$ cat src/rtl/lot_pkg.sv
// Shared types and constants for the parking-lot occupancy controller.
package lot_pkg;

  typedef enum logic [1:0] {
    IDLE   = 2'd0,
    OPEN   = 2'd1,
    LOCKED = 2'd2
  } gate_state_t;

  typedef logic [3:0] bcd_t;

  localparam bcd_t BCD_MAX = 4'd9;

  // Extracts one decimal digit of an elaboration-time integer, e.g. place=10 gives the tens digit.
  function automatic bcd_t bcd_digit(input int value, input int place);
    return bcd_t'((value / place) % 10);
  endfunction

endpackage

$ cat src/rtl/bcd_updown_digit.sv
// One BCD digit that counts up or down, flagging carry out of 9 and borrow out of 0.
module bcd_updown_digit
  import lot_pkg::*;
(
  input  logic clk,
  input  logic reset,
  input  logic up,
  input  logic down,
  output bcd_t digit,
  output bcd_t digit_next,
  output logic carry,
  output logic borrow
);

  bcd_t digit_q;
  bcd_t digit_d;

  // Next digit value: 9 wraps to 0 with carry on up, 0 wraps to 9 with borrow on down; up and down together cancel.
  always_comb begin
    digit_d = digit_q;
    carry   = 1'b0;
    borrow  = 1'b0;
    if (up && !down) begin
      if (digit_q == BCD_MAX) begin
        digit_d = '0;
        carry   = 1'b1;
      end else begin
        digit_d = digit_q + 4'd1;
      end
    end else if (down && !up) begin
      if (digit_q == '0) begin
        digit_d = BCD_MAX;
        borrow  = 1'b1;
      end else begin
        digit_d = digit_q - 4'd1;
      end
    end
  end

  // Digit register with synchronous active-low reset to zero.
  always_ff @(posedge clk) begin
    if (!reset) begin
      digit_q <= '0;
    end else begin
      digit_q <= digit_d;
    end
  end

  assign digit      = digit_q;
  assign digit_next = digit_d;

endmodule

$ cat src/rtl/lot_controller.sv
// Parking-lot occupancy controller: saturating two-digit BCD count, entry/exit
// arbitration, timed entry gate FSM and registered status outputs.
module lot_controller
  import lot_pkg::*;
#(
  parameter int CAPACITY    = 99,
  parameter int GATE_CYCLES = 1000
) (
  input  logic       clk,
  input  logic       reset,
  input  logic       inc,
  input  logic       dec,
  output logic [3:0] tens,
  output logic [3:0] ones,
  output logic       full,
  output logic       empty,
  output logic       gate_open,
  output logic       reject,
  output logic       underflow
);

  localparam bcd_t CAP_TENS = bcd_digit(CAPACITY, 10);
  localparam bcd_t CAP_ONES = bcd_digit(CAPACITY, 1);

  localparam int TIMER_W = (GATE_CYCLES > 2) ? $clog2(GATE_CYCLES) : 1;
  localparam logic [TIMER_W-1:0] TIMER_RELOAD = TIMER_W'(GATE_CYCLES - 1);

  logic inc_accept;
  logic dec_accept;
  logic both_events;

  bcd_t ones_digit;
  bcd_t ones_next;
  bcd_t tens_digit;
  bcd_t tens_next;
  logic ones_carry;
  logic ones_borrow;
  logic tens_carry;
  logic tens_borrow;

  logic full_q;
  logic full_d;
  logic empty_q;
  logic empty_d;
  logic reject_q;
  logic reject_d;
  logic underflow_q;
  logic underflow_d;

  gate_state_t state_q;
  gate_state_t state_d;
  logic [TIMER_W-1:0] timer_q;
  logic [TIMER_W-1:0] timer_d;
  logic gate_open_q;
  logic gate_open_d;

  // Arbitrate the event strobes against the registered full/empty flags so the count saturates at both ends.
  always_comb begin
    both_events = inc && dec;
    inc_accept  = inc && !dec && !full_q;
    dec_accept  = dec && !inc && !empty_q;
    reject_d    = inc && !dec && full_q;
    underflow_d = dec && !inc && empty_q;
  end

  bcd_updown_digit u_ones (
    .clk        (clk),
    .reset      (reset),
    .up         (inc_accept),
    .down       (dec_accept),
    .digit      (ones_digit),
    .digit_next (ones_next),
    .carry      (ones_carry),
    .borrow     (ones_borrow)
  );

  bcd_updown_digit u_tens (
    .clk        (clk),
    .reset      (reset),
    .up         (ones_carry),
    .down       (ones_borrow),
    .digit      (tens_digit),
    .digit_next (tens_next),
    .carry      (tens_carry),
    .borrow     (tens_borrow)
  );

  // Status flags are derived from the next count so they line up with the registered digits.
  always_comb begin
    full_d  = (tens_next == CAP_TENS) && (ones_next == CAP_ONES);
    empty_d = (tens_next == '0) && (ones_next == '0);
  end

  // Gate FSM next state: entries open the gate and restart the hold timer, filling the lot locks it shut.
  always_comb begin
    state_d = state_q;
    timer_d = timer_q;
    case (state_q)
      IDLE: begin
        if (inc_accept) begin
          if (full_d) begin
            state_d = LOCKED;
            timer_d = '0;
          end else begin
            state_d = OPEN;
            timer_d = TIMER_RELOAD;
          end
        end
      end
      OPEN: begin
        if (full_d) begin
          state_d = LOCKED;
          timer_d = '0;
        end else if (inc_accept || both_events) begin
          timer_d = TIMER_RELOAD;
        end else if (timer_q == '0) begin
          state_d = IDLE;
        end else begin
          timer_d = timer_q - TIMER_W'(1);
        end
      end
      LOCKED: begin
        timer_d = '0;
        if (dec_accept) begin
          state_d = IDLE;
        end
      end
      default: begin
        state_d = IDLE;
        timer_d = '0;
      end
    endcase
    gate_open_d = (state_d == OPEN);
  end

  // Register FSM, timer and every status output; reset overrides any same-cycle event.
  always_ff @(posedge clk) begin
    if (!reset) begin
      state_q     <= IDLE;
      timer_q     <= '0;
      gate_open_q <= 1'b0;
      full_q      <= 1'b0;
      empty_q     <= 1'b1;
      reject_q    <= 1'b0;
      underflow_q <= 1'b0;
    end else begin
      state_q     <= state_d;
      timer_q     <= timer_d;
      gate_open_q <= gate_open_d;
      full_q      <= full_d;
      empty_q     <= empty_d;
      reject_q    <= reject_d;
      underflow_q <= underflow_d;
    end
  end

  // The tens digit can never roll over because the count saturates at CAPACITY and at zero.
  tens_never_wraps: assert property (@(posedge clk) disable iff (!reset) !(tens_carry || tens_borrow));

  assign tens      = tens_digit;
  assign ones      = ones_digit;
  assign full      = full_q;
  assign empty     = empty_q;
  assign gate_open = gate_open_q;
  assign reject    = reject_q;
  assign underflow = underflow_q;

endmodule

$ cat config.mk
export PLATFORM = sky130hd
export DESIGN_NAME = lot_controller
export DESIGN_NICKNAME = d
export VERILOG_FILES = /design/src/rtl/lot_pkg.sv /design/src/rtl/bcd_updown_digit.sv /design/src/rtl/lot_controller.sv
export SDC_FILE = /design/constraint.sdc
export NUM_CORES = 1
export LEC_CHECK = 0
export CORE_AREA = 2 2 50 61
export CTS_CLUSTER_DIAMETER = 50
export CTS_CLUSTER_SIZE = 28
export DETAILED_ROUTE_END_ITERATION = 6
export DIE_AREA = 0 0 52 63
export GPL_TIMING_DRIVEN = 0
export PLACE_DENSITY = 0.8
export SYNTH_ARGS = -nofsm -noshare
export SYNTH_HDL_FRONTEND = slang
export SYNTH_SLANG_ARGS = --single-unit
$ cat constraint.sdc
create_clock -name clk -period 6.6 [get_ports clk]
set_clock_uncertainty 0.05 [all_clocks]
set_input_delay 1.65 -clock clk [delete_from_list [all_inputs] [get_ports clk]]
set_output_delay 1.65 -clock clk [all_outputs]
set_load 0.01 [all_outputs]
==> out/results.tsv <==
metric	value	unit
async_flop_share	0	
netlist_area	1520	sq um
drtAntennaViolNets	0	
setup_viol	0	
crit_arrival	4.39	ns
drc	0	
port_buffers	16	
relSlewSlack	0.624	
seq_area_frac_synth	0.329	
wire_per_inst	15.0	microns
fmax	0.237	GHz
cts_hold_buf	0	
drv_cap	0	
final.setup.worst_slack	2.39	ns
fp-row-count	21	
die_x	52	microns
critPathMaxFanout	10	
dieArea	3280	sq um
grt_pass1_wl	6000	microns
dp_cells	240	
syn_nets	196	
cts_tree	done	
via_count	1530	
detail_route.vias_per_cell	6.27	
drive_gt1_frac	0.0714	
antenna_found_initial	0	
clk_path_buf_depth	2	
clkLatencyLatePin	0.33	ns
fillerInstances	240	
start_kind	input port	
worst_ir_drop_vdd	0.138	mV
areaGrowthSynthToFinish	15.3	%
core-area	2710	sq um
cts-buffers-inserted	3	
diodes	0	
first_iter_violations	41	
grt_pass1_vias	1398	
cp.required	6.78	ns
cts.sinks	25	
synth-seq-cells	25	
hpwl	2710	microns
grt_max_degree	16	
rsz0062_at_grt	no	
ys_warn_count	0	
p_per_area	204	nW/um^2
post_cts_buffers	0	
finalPower	0.000357	W
finalCritPeriodShare	0.638	
p_leak	0.641	nW
syn_avg_cell_area	7.99	sq um
track_usage	0.237	
fin_crit	4.21	ns
synth-edff-count	0	
cts_resized	0	
worstMarginPinSlew	0.561	ns
place_congestion	0.874	
worst-setup-path-type	in2reg	
hold_viol	0	
synth_ff_type	dfxtp_1	
grt_overflow_total	0	
io_pins	17	
final_cells	244	
fin_setup_tns	0	ns
die_h	63	microns
min_path_type	reg2reg	
clkSlewWorstSetupHoldPaths	0.15	ns
outcome	finished, final reports clean	
drt-total-wl	3650	microns
initial_core_util	0.561	
drv_slew	0	
h-tree-depth	1	
pre_cts_slack	2.12	ns
synth_cell_type_count	55	
cts-root-buf	clkbuf_4	
synthCells	190	
nets	217	
firstDrtPassIters	4	
end_kind	flop	
logic make-up (layout without fill, tap and decap cells):
logic type / Yosys count / count (layout) / share of synthesized area
and+or+nand+nor: 91 / 91 / 0.342
DFF: 25 / 25 / 0.329
adders and majority gates: 2 / 2 / 0.0165
xor gates and xnor gates: 3 / 3 / 0.0173
buffers and inverters: 19 / 39 / 0.0560
AOI/OAI and AO/OA: 50 / 50 / 0.239
stage by stage:
stage / utilization / area (sq um) / hold slack (ns)
detailed placement: 0.636 / 1720 / 0.421
floorplan: - / 1520 / 0.390
CTS: 0.647 / 1750 / 0.441
global route: 0.647 / 1750 / 0.464
global placement: 0.636 / 1720 / 0.407
finish: 0.647 / 1750 / 0.439
worst paths after layout:
path	cells after the start	from	endpoint	slack, ns
worst max-delay path	9	dec	timer_q[0]	2.39
worst min-delay path	1	timer_q[7]	timer_q[7]	0.44
worst max register to register	9	u_ones.digit[3]	timer_q[0]	3.83
worst min register to register	1	timer_q[7]	timer_q[7]	0.44
flip-flops by register name (all words and copies together), names as in the netlist:
register	count
timer_q	10
full	1
reject	1
underflow	1
u_tens.digit	4
state_q	2
u_ones.digit	4
gate_open	1
empty	1
cell usage after synthesis (4+ instances only):
master    instances  share of area
a21oi_1           8          0.026
nor3b_1           4          0.020
nand3_1           7          0.023
clkbuf_1          5          0.012
a311oi_1          4          0.023
a31oi_1           4          0.016
a211oi_1          4          0.020
dfxtp_1          25           0.33
o31ai_1           4          0.020
or3_1             4          0.016
nand2_1          15          0.037
nor3_1            6          0.020
nor2_1           24          0.059
inv_1             9          0.022
o21ai_0           5          0.016
cell usage in the layout, fill, tap and decap left out, drive strengths merged, types with 3 or more instances in the layout:
| cell | count |
|---|---|
| nor3b | 4 |
| inv | 9 |
| buf | 4 |
| a32oi | 3 |
| nand3 | 7 |
| o21ai | 7 |
| or3 | 5 |
| dfxtp | 25 |
| nand2 | 16 |
| a21oi | 8 |
| a311oi | 4 |
| clkdlybuf4s50 | 16 |
| nand2b | 3 |
| a31oi | 4 |
| nor4 | 3 |
| o31ai | 4 |
| nor2 | 24 |
| a211oi | 4 |
| clkbuf | 8 |
| and3 | 3 |
| nor3 | 6 |
| and2 | 3 |
routing by layer:
layer / routed length, microns / GRT usage / vias up
met5: 0 / 0 / -
met4: 116 / 0.125 / 0
met3: 132 / 0.0335 / 11
met2: 1910 / 0.426 / 49
met1: 1490 / 0.256 / 713
li1: - / - / 757
final cells by class:
type	count	area [sq um]	area share
clock inverters	1	7.51	0.00429
repair buffers	16	160	0.0914
clock buffers	3	22.5	0.0129
well taps	34	42.5	0.0243
inverters	10	37.5	0.0214
multi-input cells	146	933	0.533
plain buffers	9	47.5	0.0271
flip-flops and latches	25	500	0.286
critical path, stage by stage:
cell and delay (ns):
clkdlybuf4s50_1 0.62, nor4b_4 0.54, nand2_2 0.12, or3_4 0.41, a311oi_1 0.30, nand4_1 0.16, buf_4 0.21, nand3b_1 0.24
o22ai_1 0.13
power by group:
part / internal (W) / switching [W] / leakage (nW)
registers: 0.000164 / 0.0000156 / 0.205
logic: 0.0000451 / 0.0000580 / 0.421
clock network: 0.0000232 / 0.0000509 / 0.0139
No activity file was read; power rests on OpenSTA's default activity.
